**src/rtl/ctu_clsp_ssiclk_ctl.sv**
```systemverilog
`default_nettype none
// ============================================================================
// Module   : ctu_clsp_ssiclk_ctl
// Brief    : SSI clock burst controller. Enables the SSI clock generator for a
//            requested number of rising edges, then drains until it is quiet.
// Revision : 1.0 - initial release
// ============================================================================
module ctu_clsp_ssiclk_ctl (
    input  logic       jbus_clk,
    input  logic       io_pwron_rst_l,
    input  logic       ssi_req,
    input  logic [7:0] ssi_len,
    input  logic       ssi_abort,
    input  logic       ctu_jbi_ssiclk,
    output logic       ssiclk_enable,
    output logic       ssi_ack,
    output logic       ssi_done,
    output logic       ssi_busy,
    output logic       ssi_err,
    output logic [7:0] ssi_edge_cnt
);

    typedef enum logic [1:0] {
        ST_IDLE  = 2'd0,
        ST_RUN   = 2'd1,
        ST_DRAIN = 2'd2,
        ST_DONE  = 2'd3
    } state_t;

    localparam logic [3:0] c_drain_last = 4'hF;

    state_t     r_state;
    state_t     w_next;
    logic       r_fb;
    logic [7:0] r_len;
    logic [3:0] r_drain_tmr;

    logic w_rise;
    logic w_quiet;
    logic w_timeout;
    logic w_last_edge;
    logic w_accept;

    assign w_rise      = ctu_jbi_ssiclk & ~r_fb;
    assign w_quiet     = ~r_fb & ~ctu_jbi_ssiclk;
    assign w_timeout   = (r_drain_tmr == c_drain_last);
    // 9-bit compare so a saturated count of 255 can never alias onto a length
    assign w_last_edge = w_rise && (({1'b0, ssi_edge_cnt} + 9'd1) == {1'b0, r_len});
    assign w_accept    = (r_state == ST_IDLE) && ssi_req;

    always_comb begin
        w_next = r_state;
        case (r_state)
            ST_IDLE:  if (ssi_req) w_next = (ssi_len != 8'd0) ? ST_RUN : ST_DONE;
            ST_RUN:   if (w_last_edge || ssi_abort) w_next = ST_DRAIN;
            ST_DRAIN: if (w_quiet || w_timeout) w_next = ST_DONE;
            ST_DONE:  w_next = ST_IDLE;
            default:  w_next = ST_IDLE;
        endcase
    end

    always_ff @(posedge jbus_clk or negedge io_pwron_rst_l) begin
        if (!io_pwron_rst_l) begin
            r_state <= ST_IDLE;
        end else begin
            r_state <= w_next;
        end
    end

    // Status outputs are flops decoded from the next state so they line up
    // with the state they describe and never glitch.
    always_ff @(posedge jbus_clk or negedge io_pwron_rst_l) begin
        if (!io_pwron_rst_l) begin
            r_fb          <= 1'b0;
            r_len         <= 8'd0;
            r_drain_tmr   <= 4'd0;
            ssiclk_enable <= 1'b0;
            ssi_ack       <= 1'b0;
            ssi_done      <= 1'b0;
            ssi_busy      <= 1'b0;
            ssi_err       <= 1'b0;
            ssi_edge_cnt  <= 8'd0;
        end else begin
            r_fb          <= ctu_jbi_ssiclk;
            ssiclk_enable <= (w_next == ST_RUN);
            ssi_ack       <= w_accept;
            ssi_done      <= (w_next == ST_DONE);
            ssi_busy      <= (w_next != ST_IDLE);

            if (w_accept) begin
                r_len        <= ssi_len;
                ssi_edge_cnt <= 8'd0;
                ssi_err      <= 1'b0;
            end else if ((r_state != ST_IDLE) && w_rise && (ssi_edge_cnt != 8'hFF)) begin
                ssi_edge_cnt <= ssi_edge_cnt + 8'd1;
            end

            if ((r_state == ST_DRAIN) && !w_quiet && w_timeout) begin
                ssi_err <= 1'b1;
            end

            // Held at zero outside DRAIN, so it is already clear on entry
            if (r_state != ST_DRAIN) begin
                r_drain_tmr <= 4'd0;
            end else if (!w_timeout) begin
                r_drain_tmr <= r_drain_tmr + 4'd1;
            end
        end
    end

endmodule
`default_nettype wire

```
**config.mk**
```make
export PLATFORM = sky130hd
export DESIGN_NAME = ctu_clsp_ssiclk_ctl
export DESIGN_NICKNAME = d
export VERILOG_FILES = /design/src/rtl/ctu_clsp_ssiclk_ctl.sv
export SDC_FILE = /design/constraint.sdc
export NUM_CORES = 1
export LEC_CHECK = 0
export ABC_AREA = 1
export BUFFER_PORTS_ARGS = -buffer_cell sky130_fd_sc_hd__buf_2
export CORE_UTILIZATION = 59
export CTS_BUF_LIST = sky130_fd_sc_hd__clkbuf_8
export DETAILED_ROUTE_END_ITERATION = 10
export GPL_TIMING_DRIVEN = 0
export PLACE_DENSITY = 0.87
export SYNTH_ARGS = -nofsm -noshare
export SYNTH_HDL_FRONTEND = slang
export SYNTH_SLANG_ARGS = --single-unit
export TNS_END_PERCENT = 30
```
**constraint.sdc**
```tcl
create_clock -name jbus_clk -period 3 [get_ports jbus_clk]
set_clock_uncertainty 0.1 [all_clocks]
set_input_delay 0.3 -clock jbus_clk [delete_from_list [all_inputs] [get_ports jbus_clk]]
set_output_delay 0.3 -clock jbus_clk [all_outputs]
set_load 0.005 [all_outputs]
```
==> results.tsv <==
stage	metric	value	unit
timing	post-route minimum period	2.090	ns
outcome	status	complete, no violations	
cts	post-CTS sizing	0	
grt	GRT Util Overall	27.75	%
grt	GR Overflow Total	0	
finish	area delta synth->final	16.62	%
power	VDD IR max	0.5603	mV
routing	Iter 0 DRT Violations	35	
placement	placed instance count	242	
routing	Via density	5.530	
grt	vias in the first global route	1328	
cts	Num CTS Buffers	3	
cts	Sink Count	28	
critical_path	Critical Path RT	3.10	ns
logic_synthesis	Post-synth EDFFs	0	
power	Pwr per Cell Area	754.3	mW/mm²
timing	worst relative slew slack	58.61	%
logic_synthesis	Synth Area in Compound Gates	9.905	%
logic_synthesis	largest area contributor in the netlist	dfrtp_1	
placement	dpl hpwl	2439	µm
die	Die ar.	0.002665	mm²
cts	CTS max path bufs	2	
cts	CTS root buffer	clkbuf_8	
logic_synthesis	simple-gate share of the synthesized area	31.78	%
die	die extent in y	51.62	µm
die	FP Rows	17	
timing	RSZ-0062 raised after global routing	false	
timing	setup TNS	0	ns
logic_synthesis	Mapped Area	0.001453	mm²
critical_path	CP arrival	2.19	ns
logic_synthesis	largest family of logic cells by synthesized area	simple AND/OR/NAND/NOR gates	
finish	design area	0.001694	mm²
critical_path	Worst setup SP type	register	
placement	area of placed instances	0.001613	mm²
finish	final non-filler cell total	247	
finish	Nets	235	
die	Initial Util	63.83	%
critical_path	Setup CP Type	register to register	
die	# IOs	26	
timing	max-slew violations	0	
logic_synthesis	top post-synthesis cells by count	51 x nand2_1, 28 x dfrtp_1, 27 x inv_1, 26 x nand3_1, 14 x o21ai_0	
logic_synthesis	xor/xnor cell area share of the yosys netlist	0.6029	%
critical_path	max incr delay on CP	0.51	ns
finish	layout cell share with drive strength beyond 1	16.89	%
placement	post-place setup slack	1.008	ns
die	Core ar.	0.002276	mm²
grt	first-pass GRT wire length	5361	µm
logic_synthesis	post-synthesis mux area share	0	%
timing	f_max	478.4	MHz
logic_synthesis	Adder-Cell Fraction of Synth Area	1.723	%
logic_synthesis	most area-consuming cells after synthesis	dfrtp_1 48%, nand2_1 13%, nand3_1 9.0%	
logic_synthesis	dominant synthesized flop cell	dfrtp_1	
cts	Clock Pin Slew Worst Setup and Hold Paths	0.10	ns
logic_synthesis	Cell variety after synth	23	
critical_path	CP Capture Type	register	
cts	H-tree depth	1	
timing	Worst-Margin Slew	0.6208	ns
critical_path	worst-path maximum fanout	8	
logic_synthesis	register area share after synthesis	48.23	%
cts	Worst-Skew Late Latency	0.27	ns
timing	period utilization	69.67	%
critical_path	critical path, cell by cell	ha_1, nand2_1, inv_1, nand3_1, nand2_1, inv_2, nor2_4, inv_1, o21ai_0	
routing	DR WL/cell	13.01	µm
logic_synthesis	average size of a mapped cell	7.686	µm²
timing	# setup viols final	0	
logic_synthesis	post-synth top area share	48.23	%
power	PnR Total Power	1.278	mW
routing	Final ANT Viol Nets	0	
timing	Hold Slack	0.05582	ns
cts	CTS tree	done	
timing	hold violation count in the final report	0	
routing	DR vias	1366	
logic_synthesis	Synth async-reset ratio	100.0	%
logic_synthesis	syn_nets	204	
grt	largest net degree at the start of global routing	29	
finish	antenna diode count	0	
power	P_leak	0.8752	nW
die	Die Width	51.62	µm
grt	initial antenna violation count	0	
finish	Final Util	74.44	%
routing	Post-Route WL	3213	µm
logic_synthesis	top-count cell post-synth	nand2_1	
run	MaxCap Viol Count	0	
hold_path	hold crit path type	input pin to register	
logic_synthesis	Mapped Cells	189	
routing	Residual DRC	0	
critical_path	Reg2Reg Setup Slack	0.91	ns
logic_synthesis	Ys Warns	0	
routing	DRT Pass-1 Iters	4	
timing	Final WS setup	0.9098	ns
logic_synthesis	flops & latches, synth	28	
finish	Fillers	168	
placement	IO buf count	25	
placement	RePlAce Congestion	0.8399	
critical_path	Crit-path slowest cell	dfrtp_1	
-- cell usage in the layout (no fill, tap or decap), types with 3 or more instances in the layout --
master     n
nand2_2    4
inv_1     27
nor3_1     3
nand2_1   51
nand3_1   26
nor2_4     3
buf_2     25
o21ai_1    4
clkbuf_8   3
o21ai_0   14
nor2_1    11
dfrtp_1   28
-- worst max-delay path: cells and delay by family (launching register included) --
family	cells	cell delay [ns]
fa+ha+maj	1	0.25
compound gates	1	0.17
simple gates	4	0.62
buf+inv	3	0.36
flops	1	0.51
-- report_power, final --
part | switching, mW | internal (mW)
Sequential | 0.0776 | 0.485
Combinational | 0.261 | 0.156
Clock | 0.120 | 0.179
-- state kept, by name, summed over array words and instances, names as in the netlist --
name / cells
r_drain_tmr: 4
r_fb: 1
r_len: 8
r_state: 2
ssi_ack: 1
ssi_busy: 1
ssi_done: 1
ssi_edge_cnt: 8
ssi_err: 1
ssiclk_enable: 1
-- layout make-up --
type / count / area, µm² / area share (%)
multi-input combinational: 131 / 639.4 / 37.74
clock buffer: 3 / 41.29 / 2.437
sequential: 28 / 700.7 / 41.36
clock inverter: 1 / 30.03 / 1.773
inverter: 29 / 108.9 / 6.425
timing repair buffer: 26 / 135.1 / 7.976
tap: 28 / 35.03 / 2.068
buffer: 1 / 3.754 / 0.2216
-- repair_timing --
action	4_1_cts	5_1_grt
setup buffers	0	0
endpoints found under the hold margin	28	0
hold buffers	1	0
-- routing by layer --
| layer | global-route usage (%) | routed length (µm) | vias to the layer above |
|---|---|---|---|
| li1 | - | - | 676 |
| met1 | 34.48 | 1414 | 636 |
| met2 | 46.54 | 1596 | 46 |
| met3 | 4.094 | 141 | 8 |
| met4 | 14.41 | 61 | 0 |
| met5 | 0 | 0 | - |
-- cells by family after synthesis --
logic type | after synthesis
flops | 28
buf+inv | 30
fa+ha+maj | 2
simple gates | 102
xor+xnor | 1
compound gates | 26
-- worst paths after layout --
check                           startpoint         endpoint  depth (start not counted)
setup / recovery           ssi_edge_cnt[0]  ssi_edge_cnt[5]                          9
hold / removal              ctu_jbi_ssiclk             r_fb                          1
setup reg to reg           ssi_edge_cnt[0]  ssi_edge_cnt[5]                          9
hold reg to reg                   r_len[0]         r_len[0]                          2
max in group asynchronous   io_pwron_rst_l       r_state[1]                          2
min in group asynchronous   io_pwron_rst_l         r_len[2]                          2
Power figures use the tool's default switching activity.
